**src/rtl/current_limiter.sv**
```systemverilog
// current_limiter: conditions the raw over-current comparator for the 8-bit
// PWM channel. Synchronises and glitch-filters ocin, blanks the first
// BLANK_COUNTS counts of each PWM cycle, and latches a cycle-by-cycle limit
// that holds until the next cycle start.
// Optional build macro CURRENT_FAULT_LATCH_EN adds escalation: FAULT_CYCLES
// consecutive limited cycles latch a fault that forces the limit on until
// faultclr. Without the macro, fault is tied low and faultclr is ignored.
module current_limiter #(
  parameter int FILTER_LEN   = 3,
  parameter int BLANK_COUNTS = 4,
  parameter int FAULT_CYCLES = 8
) (
  input  logic       clk,
  input  logic       reset,
  input  logic       ocin,
  input  logic       pwmcntce,
  input  logic [7:0] pwmcount,
  input  logic       faultclr,
  output logic       currentlimit,
  output logic       fault,
  output logic       ocstatus
);

  localparam logic [3:0] FLT_MAX   = 4'(FILTER_LEN);
  localparam logic [7:0] BLANK_LIM = 8'(BLANK_COUNTS);

  logic [1:0] r_sync;
  logic [3:0] r_fcnt;
  logic       r_limreg;

  logic w_ocsync;
  logic w_ocfilt;
  logic w_cyclestart;
  logic w_blank;
  logic w_limset;

  assign w_ocsync     = r_sync[1];
  assign w_ocfilt     = (r_fcnt == FLT_MAX);
  // The counter wraps 255 -> 0 on this clk, so this is where a new cycle begins.
  assign w_cyclestart = pwmcntce && (pwmcount == 8'hFF);
  assign w_blank      = (pwmcount < BLANK_LIM);
  assign w_limset     = w_ocfilt && !w_blank;
  assign ocstatus     = w_ocfilt;

  // Two-flop synchroniser for the asynchronous comparator output.
  always_ff @(posedge clk) begin
    if (reset) r_sync <= 2'b00;
    else       r_sync <= {r_sync[0], ocin};
  end

  // Saturating glitch filter; any low sample restarts qualification.
  always_ff @(posedge clk) begin
    if (reset)                r_fcnt <= 4'd0;
    else if (!w_ocsync)       r_fcnt <= 4'd0;
    else if (r_fcnt != FLT_MAX) r_fcnt <= r_fcnt + 4'd1;
  end

  // Cycle-by-cycle limit latch; a cycle start clears it even if a set is pending.
  always_ff @(posedge clk) begin
    if (reset)             r_limreg <= 1'b0;
    else if (w_cyclestart) r_limreg <= 1'b0;
    else if (w_limset)     r_limreg <= 1'b1;
  end

`ifdef CURRENT_FAULT_LATCH_EN
  localparam logic [7:0] FAULT_MAX = 8'(FAULT_CYCLES);

  typedef enum logic {NORMAL = 1'b0, FAULT = 1'b1} state_t;

  state_t     r_state;
  logic       r_tripped;
  logic [7:0] r_consec;

  // Fault escalation: count consecutive limited cycles, latch FAULT at the
  // threshold, and release (restarting the count) only on faultclr.
  always_ff @(posedge clk) begin
    if (reset) begin
      r_state   <= NORMAL;
      r_tripped <= 1'b0;
      r_consec  <= 8'd0;
    end else begin
      if (w_cyclestart) begin
        r_tripped <= 1'b0;
        if (!r_tripped)                r_consec <= 8'd0;
        else if (r_consec != FAULT_MAX) r_consec <= r_consec + 8'd1;
      end else if (w_limset) begin
        r_tripped <= 1'b1;
      end
      case (r_state)
        NORMAL: if (r_consec == FAULT_MAX) r_state <= FAULT;
        FAULT: begin
          if (faultclr) begin
            r_state   <= NORMAL;
            r_consec  <= 8'd0;
            r_tripped <= 1'b0;
          end
        end
        default: r_state <= NORMAL;
      endcase
    end
  end

  assign fault        = (r_state == FAULT);
  assign currentlimit = r_limreg | fault;
`else
  logic w_unused_faultclr;
  assign w_unused_faultclr = faultclr;
  assign fault             = 1'b0;
  assign currentlimit      = r_limreg;
`endif

endmodule
```
**config.mk**
```make
export PLATFORM = sky130hd
export DESIGN_NAME = current_limiter
export DESIGN_NICKNAME = d
export VERILOG_FILES = /design/src/rtl/current_limiter.sv
export SDC_FILE = /design/constraint.sdc
export NUM_CORES = 1
export LEC_CHECK = 0
export BUFFER_PORTS_ARGS = -buffer_cell sky130_fd_sc_hd__buf_2
export CORE_AREA = 2 2 39 41
export CTS_BUF_LIST = sky130_fd_sc_hd__clkbuf_2
export CTS_CLUSTER_DIAMETER = 200
export CTS_CLUSTER_SIZE = 24
export DETAILED_ROUTE_END_ITERATION = 10
export DIE_AREA = 0 0 41 43
export GPL_TIMING_DRIVEN = 0
export PLACE_DENSITY = 0.48
export SLEW_MARGIN = 20
export SYNTH_ARGS = -nofsm -noshare
export SYNTH_HDL_FRONTEND = slang
export SYNTH_SLANG_ARGS = --single-unit
```
**constraint.sdc**
```tcl
create_clock -name clk -period 1.6 [get_ports clk]
set_clock_uncertainty 0.1 [all_clocks]
set_input_delay 0.08 -clock clk [delete_from_list [all_inputs] [get_ports clk]]
set_output_delay 0.08 -clock clk [all_outputs]
set_load 0.02 [all_outputs]
```
==> impl_metrics.json, run 1 <==
{
  "synth.most_common_cell": "dfxtp_1",
  "critPathLaunch": "r_fcnt[0]",
  "finalWeightedCongestion": 0.5640,
  "power_mw": 0.3363,
  "share_of_yosys_cell_area_claimed_by_the_top_area_cell_type_pct": 45.16,
  "final-setup-viol-count": 0,
  "gate_family_responsible_for_the_most_delay_along_the_worst_path": "flip-flops",
  "final_period_minus_worst_setup_slack_ns": 1.393,
  "cp_num_buf_inv": 1,
  "synth_edf_count": 0,
  "drt-initial-drc-count": 1,
  "final_layout_size_suffix_gt1_share_pct": 41.51,
  "antenna_violations_before_repair": 0,
  "die_boundary_height_microns": 43,
  "worst-endpoint-arrival_ns": 1.21,
  "postSynthAreaPerCell_sq_um": 9.697,
  "grt_first_pass_wirelength_microns": 959,
  "clk_path_buf_depth": 2,
  "drc": 0,
  "cellInternalPower_mw": 0.2617,
  "synthFlopType": "dfxtp_1",
  "number_of_nets_in_the_layout": 68,
  "total_leakage_power_nw": 0.2031,
  "worstSetupPathType": "register to output port",
  "max_cap_violations": 0,
  "cts-htree-levels": 1,
  "floorplan.die_area_sq_um": 1763,
  "mappedNetlistArea_sq_um": 310.3,
  "async_reset_ff_share_pct": 0,
  "vias_per_cell": 4.072,
  "final-instance-count-excl-fill": 69,
  "clock_latency_ns": 0.22,
  "period_share_pct": 87.09,
  "yosys_warnings": 0,
  "wirelength_microns": 558,
  "synth.area.top_cells": "dfxtp_1 (45%), nor3b_4 (6.0%), xor2_1 (5.6%)",
  "worst_hold_path_type": "input pin to register",
  "grt_start_max_net_pins": 5,
  "finalSetupTns_ns": 0,
  "via_count_of_the_first_global_routing_pass": 245,
  "netlist_instances": 32,
  "worstSetupEndpointType": "output port",
  "clkSinkCount": 7,
  "boundaryPins": 16,
  "power_density_nw_per_um2": 746.6,
  "ys_ff_latch": 7,
  "portBuffers": 13,
  "route.detailed.wl_per_inst_microns": 8.087,
  "timing_hold_violations_final": 0,
  "synth_common_cells": "dfxtp_1 (7), nor2_1 (4)",
  "sw_frac_of_total_pct": 22.19,
  "power_frac_seq_pct": 53.0,
  "timing.hold.worst.start": "pwmcount[6]",
  "r2r_start": "r_fcnt[0]",
  "synth.net_count": 46,
  "worstSetupPathDepth": 3,
  "placementRows": 14,
  "yosysUniqueCellTypes": 19,
  "yosys.area.top_type": "dfxtp_1",
  "clock_network_power_share_pct": 38.3,
  "vdd_ir_drop_max_mv": 0.2355,
  "timing.critical_path.fanout_max": 3,
  "netSwitchingPower_mw": 0.07461,
  "status": "finished, final reports clean",
  "rsz0062_at_grt": "false",
  "detailroute.via_count": 281,
  "worst-r2r-cell-count": 5,
  "antenna_cell_count": 0,
  "dr.pass1.iters": 2,
  "worst-endpoint-required_ns": 1.42,
  "cts_made_buffers": 3,
  "initial_core_util_pct": 22.42,
  "area_delta_synth_final_pct": 45.16,
  "max_clock_freq_mhz": 717.7,
  "clk_transition_reported_paths_ns": 0.07,
  "cts_resized": 0,
  "placedCellCount": 61,
  "drt_antenna_net_count": 0,
  "worst_setup_path_start_kind": "register",
  "grt_usage_pct": 8.853,
  "slowest_stage": "dfxtp_1",
  "cts_tree": "built",
  "clock_tree.root_cell": "clkbuf_2",
  "placeableCoreArea_sq_um": 1384,
  "synth_sequential_area_ratio_pct": 45.16,
  "crit_path_cell_trace": "ha_1, nor3b_4, buf_2",
  "power_frac_comb_pct": 8.7,
  "global_route_congestion_overflow_total": 0,
  "final-max-slew-violation-count": 0,
  "crit_path_max_incr_delay_ns": 0.37,
  "die_width_microns": 41,
  "worst_hold_path.num_cells": 4
}
-- repair_timing --
| action | in CTS | in global routing |
|---|---|---|
| endpoints found under the hold margin | 3 | 0 |
| hold buffers | 2 | 0 |
| buffers inserted | 0 | 2 |
| setup endpoints to repair | 0 | 1 |
-- final cells by class --
class | count | area [sq um]
buffer | 1 | 7.507
clock buffer | 4 | 20.02
fill | 155 | 933.4
inverter | 1 | 3.754
multi-input combinational | 23 | 158.9
sequential | 7 | 140.1
tap | 16 | 20.02
timing repair buffer | 17 | 100.1
-- worst register-to-register path, cell delays in order, from the launching register on --
cell      delay [ns]
dfxtp_1         0.37
ha_1            0.20
nor3b_4         0.22
buf_4           0.16
o31ai_1         0.06
a211oi_1        0.21
-- placed cells by master, fill, tap and decap left out, drive strengths merged --
cell         instances
buf                 16
dfxtp                7
nor2                 4
clkbuf               4
nor2b                2
nand3                2
xor2                 2
nand2                2
dlygate4sd3          2
nor3b                1
nand2b               1
mux2i                1
inv                  1
or4                  1
o31ai                1
nand4                1
nor3                 1
a211oi               1
mux2                 1
ha                   1
conb                 1
-- registers in the layout (all words and copies together), names as in the netlist --
name,flops
currentlimit,1
r_fcnt,4
r_sync,2
-- logic make-up after synthesis --
group | share of synthesized area (%)
multiplexers | 6.855
flip-flops | 45.16
buffers and inverters | 3.629
other | 1.209
XOR/XNOR | 5.646
adder cells (fa/ha/maj) | 4.032
AND/OR/NAND/NOR | 28.63
AO/OA/AOI/OAI | 4.841
-- final timing paths --
path                                      to  slack [ns]
worst min register to register  currentlimit        0.35
worst max-delay path                ocstatus        0.21
worst max register to register  currentlimit        0.21
worst min-delay path            currentlimit        0.14
-- power groups by stage --
stage | combinational (mW) | clock (mW) | sequential, mW
after floorplan | 0.00988 | 0 | 0.182
after global placement | 0.0257 | 0 | 0.182
after detailed placement | 0.0260 | 0 | 0.182
after CTS | 0.0298 | 0.137 | 0.178
after global routing | 0.0336 | 0.143 | 0.179
final | 0.0292 | 0.129 | 0.178
-- per-stage QoR --
stage	worst slack, ns	hold WS (ns)	util, %	instance area, sq um
floorplan	0.1806	0.05161	-	310.3
global placement	0.2279	0.1946	28.57	395.4
detailed placement	0.1955	0.2006	28.57	395.4
CTS	0.06483	0.1346	31.46	435.4
global route	0.09641	0.1627	32.55	450.4
finish	0.2066	0.1367	32.55	450.4
-- per-layer routing --
metal	share of wire (%)	track usage [%]
met1	46	9.385
met5	0	0
met3	6.5	4.712
met4	1.8	10.00
met2	45	10.94
No activity file was read; power rests on OpenSTA's default activity.
==> run 2, diff against run 1 <==
--- a/config.mk
+++ b/config.mk
@@ -5,6 +5,7 @@
 export SDC_FILE = /design/constraint.sdc
 export NUM_CORES = 1
 export LEC_CHECK = 0
+export ABC_AREA = 1
 export BUFFER_PORTS_ARGS = -buffer_cell sky130_fd_sc_hd__buf_2
 export CORE_AREA = 2 2 39 41
 export CTS_BUF_LIST = sky130_fd_sc_hd__clkbuf_2
@@ -13,7 +14,7 @@
 export DETAILED_ROUTE_END_ITERATION = 10
 export DIE_AREA = 0 0 41 43
 export GPL_TIMING_DRIVEN = 0
-export PLACE_DENSITY = 0.48
+export PLACE_DENSITY = 0.5
 export SLEW_MARGIN = 20
 export SYNTH_ARGS = -nofsm -noshare
 export SYNTH_HDL_FRONTEND = slang
==> run 2 against run 1 <==
Sequential share of layout area fell by 0.51 points. Utilization grew 0.54 points. Clock power is 5% lower. Cell count is 14% higher. Largest cell class unchanged. Worst hold slack got worse by 0.038 ns. Sequential power barely moved. Setup slack gained 0.051 ns. Count of clock-buffer cells in the layout fell by 1. Die area unchanged. Final area is 1.7% higher. Combinational power up 16%.
==> impl_metrics.json, run 2 <==
{
  "status": "finished, final reports clean",
  "floorplan.die_area_sq_um": 1763,
  "placementRows": 14,
  "finalWeightedCongestion": 0.6226,
  "boundaryPins": 16,
  "post_cts_hold_buffer_count": 2,
  "final-setup-viol-count": 0,
  "placedCellCount": 73,
  "layout.cells.most_common": "buf_2",
  "yosysUniqueCellTypes": 17,
  "yosys_warnings": 0,
  "synth.area.top_cells": "dfxtp_1 (42%), nor2_1 (10%), nand2_1 (6.8%)",
  "share_of_yosys_cell_area_claimed_by_the_top_area_cell_type_pct": 42.11,
  "async_reset_ff_share_pct": 0,
  "count_of_buffers_added_by_post_cts_timing_repair_for_setup": 0,
  "r2r_start": "r_fcnt[0]",
  "synth_sequential_area_ratio_pct": 42.11,
  "regToRegEndpoint": "currentlimit",
  "period_share_pct": 83.91,
  "worst-endpoint-required_ns": 1.42,
  "antenna_cell_count": 0,
  "hold-path-endpoint": "currentlimit",
  "drt-initial-drc-count": 0,
  "die_boundary_height_microns": 43,
  "max_clock_freq_mhz": 744.8,
  "grt_start_max_net_pins": 6,
  "synthFlopType": "dfxtp_1",
  "timing_hold_violations_final": 0,
  "clk_transition_reported_paths_ns": 0.08,
  "postSynthAreaPerCell_sq_um": 7.564,
  "clock_latency_ns": 0.23,
  "cts_resized": 0,
  "timing.hold.worst.start": "pwmcount[7]",
  "route.met3.wl_microns": 24,
  "final-instance-count-excl-fill": 79,
  "cts_made_buffers": 3,
  "synth_common_cells": "nor2_1 (9), dfxtp_1 (7), nand2_1 (6), inv_1 (4)",
  "synth.net_count": 58,
  "critPathLaunch": "r_fcnt[0]",
  "die_width_microns": 41,
  "timing.critical_path.fanout_max": 4,
  "synth_edf_count": 0,
  "power_density_nw_per_um2": 730.8,
  "worst-r2r-cell-count": 5,
  "worstSetupEndpointType": "output port",
  "regToRegSetupSlack_ns": 0.47,
  "via_count_of_the_first_global_routing_pass": 268,
  "drt_antenna_net_count": 0,
  "rsz0062_at_grt": "false",
  "worstSetupPathType": "register to output port",
  "grt_usage_pct": 8.241,
  "placeableCoreArea_sq_um": 1384,
  "cts_tree": "built",
  "dpl.hpwl_microns": 467.2,
  "vias_per_cell": 3.962,
  "route.detailed.wl_per_inst_microns": 6.785,
  "grt_first_pass_wirelength_microns": 959,
  "wirelength_microns": 536,
  "drc": 0,
  "cts-htree-levels": 1,
  "detailroute.via_count": 313,
  "final-max-slew-violation-count": 0,
  "total_leakage_power_nw": 0.2300,
  "netlist_instances": 44,
  "route.met2.wl_microns": 256,
  "layout.core_utilization_pct": 33.09,
  "met1Wirelength_microns": 240,
  "finalSetupTns_ns": 0,
  "worst_hold_path.num_cells": 5,
  "final_period_minus_worst_setup_slack_ns": 1.343,
  "final_layout_size_suffix_gt1_share_pct": 39.68,
  "mappedNetlistArea_sq_um": 332.8,
  "portBuffers": 13,
  "clk_path_buf_depth": 2,
  "initial_core_util_pct": 24.05,
  "global_route_congestion_overflow_total": 0,
  "worst-endpoint-arrival_ns": 1.16,
  "area_delta_synth_final_pct": 37.59,
  "number_of_nets_in_the_layout": 78,
  "vdd_ir_drop_max_mv": 0.2668,
  "antenna_violations_before_repair": 0,
  "worst_setup_path_start_kind": "register",
  "yosys.area.top_type": "dfxtp_1",
  "most-common-layout-cells": "buf_2 (13), nor2_1 (9), dfxtp_1 (7), nand2_1 (6), inv_1 (4)",
  "n_fill_cell": 167,
  "worst_hold_path_type": "input pin to register",
  "synth.most_common_cell": "nor2_1",
  "ys_ff_latch": 7,
  "max_cap_violations": 0,
  "clkSinkCount": 7,
  "number_of_flip_flops_in_the_largest_register": 4,
  "clock_tree.root_cell": "clkbuf_2",
  "topRoutingLayerUsed": "met4",
  "dr.pass1.iters": 1,
  "regMostFlops": "r_fcnt"
}
-- run 2: changes by cell type after synthesis, moves of 2 or more --
cell	previous run	this run
inv_1	1	4
nor2b_1	2	0
nor2_2	0	3
nor2_1	4	9
nand2_1	2	6
o21ai_0	0	2
-- run 2: worst max path at each step --
| stage | to | slack (ns) | cells after the start |
|---|---|---|---|
| 2_1_floorplan | currentlimit | 0.51 | 5 |
| 3_5_place_dp | currentlimit | 0.49 | 5 |
| 4_1_cts | ocstatus | 0.23 | 4 |
| 3_3_place_gp | currentlimit | 0.48 | 5 |
| 5_1_grt | ocstatus | 0.16 | 4 |
| 6_report | ocstatus | 0.26 | 4 |
-- run 2: area by class of cell --
| cell class | count | area, sq um | area share [%] |
|---|---|---|---|
| clock inverters | 1 | 5.005 | 1.093 |
| repair buffers | 15 | 85.08 | 18.58 |
| clock buffers | 3 | 15.01 | 3.279 |
| inverters | 5 | 21.27 | 4.645 |
| plain buffers | 1 | 7.507 | 1.639 |
| multi-input cells | 31 | 163.9 | 35.79 |
| well taps | 16 | 20.02 | 4.372 |
| flip-flops and latches | 7 | 140.1 | 30.60 |
-- run 2: kinds of logic (layout without fill, tap and decap cells) --
kind of cell               after synthesis  after routing  share of synthesized area [%]
other                                    1              1                          1.127
and+or+nand+nor                         23             23                          31.95
xor gates and xnor gates                 2              2                          5.264
DFF                                      7              7                          42.10
AOI/OAI and AO/OA                        4              4                          7.142
adders and majority gates                1              1                          3.759
buffers and inverters                    6             25                          8.647
-- run 2: power by group --
part	switching [mW]	internal (mW)	total [mW]
Combinational	0.0148	0.0192	0.0340
Clock	0.0657	0.0566	0.122
Sequential	0.00120	0.177	0.178
Total	0.0816	0.253	0.335
-- run 2: routing by layer --
layer | GRT usage [%] | up-vias
li1 | - | 171
met1 | 9.032 | 133
met2 | 11.25 | 7
met3 | 4.712 | 2
met4 | 6.000 | 0
met5 | 0 | -
-- run 2: per-stage QoR --
stage	power, mW	hold WS [ns]	area, sq um	setup slack [ns]
floorplan	0.1967	0.05118	332.8	0.5059
global placement	0.2127	0.1714	417.9	0.4850
detailed placement	0.2131	0.1721	417.9	0.4852
CTS	0.3466	0.09497	457.9	0.2251
global route	0.3624	0.1353	457.9	0.1558
finish	0.3347	0.09896	457.9	0.2574
-- run 2: critical path, stage by stage (launching register included) --
cell and delay [ns]:
dfxtp_1 0.37, ha_1 0.21, nand2_2 0.10, inv_4 0.08, buf_2 0.16
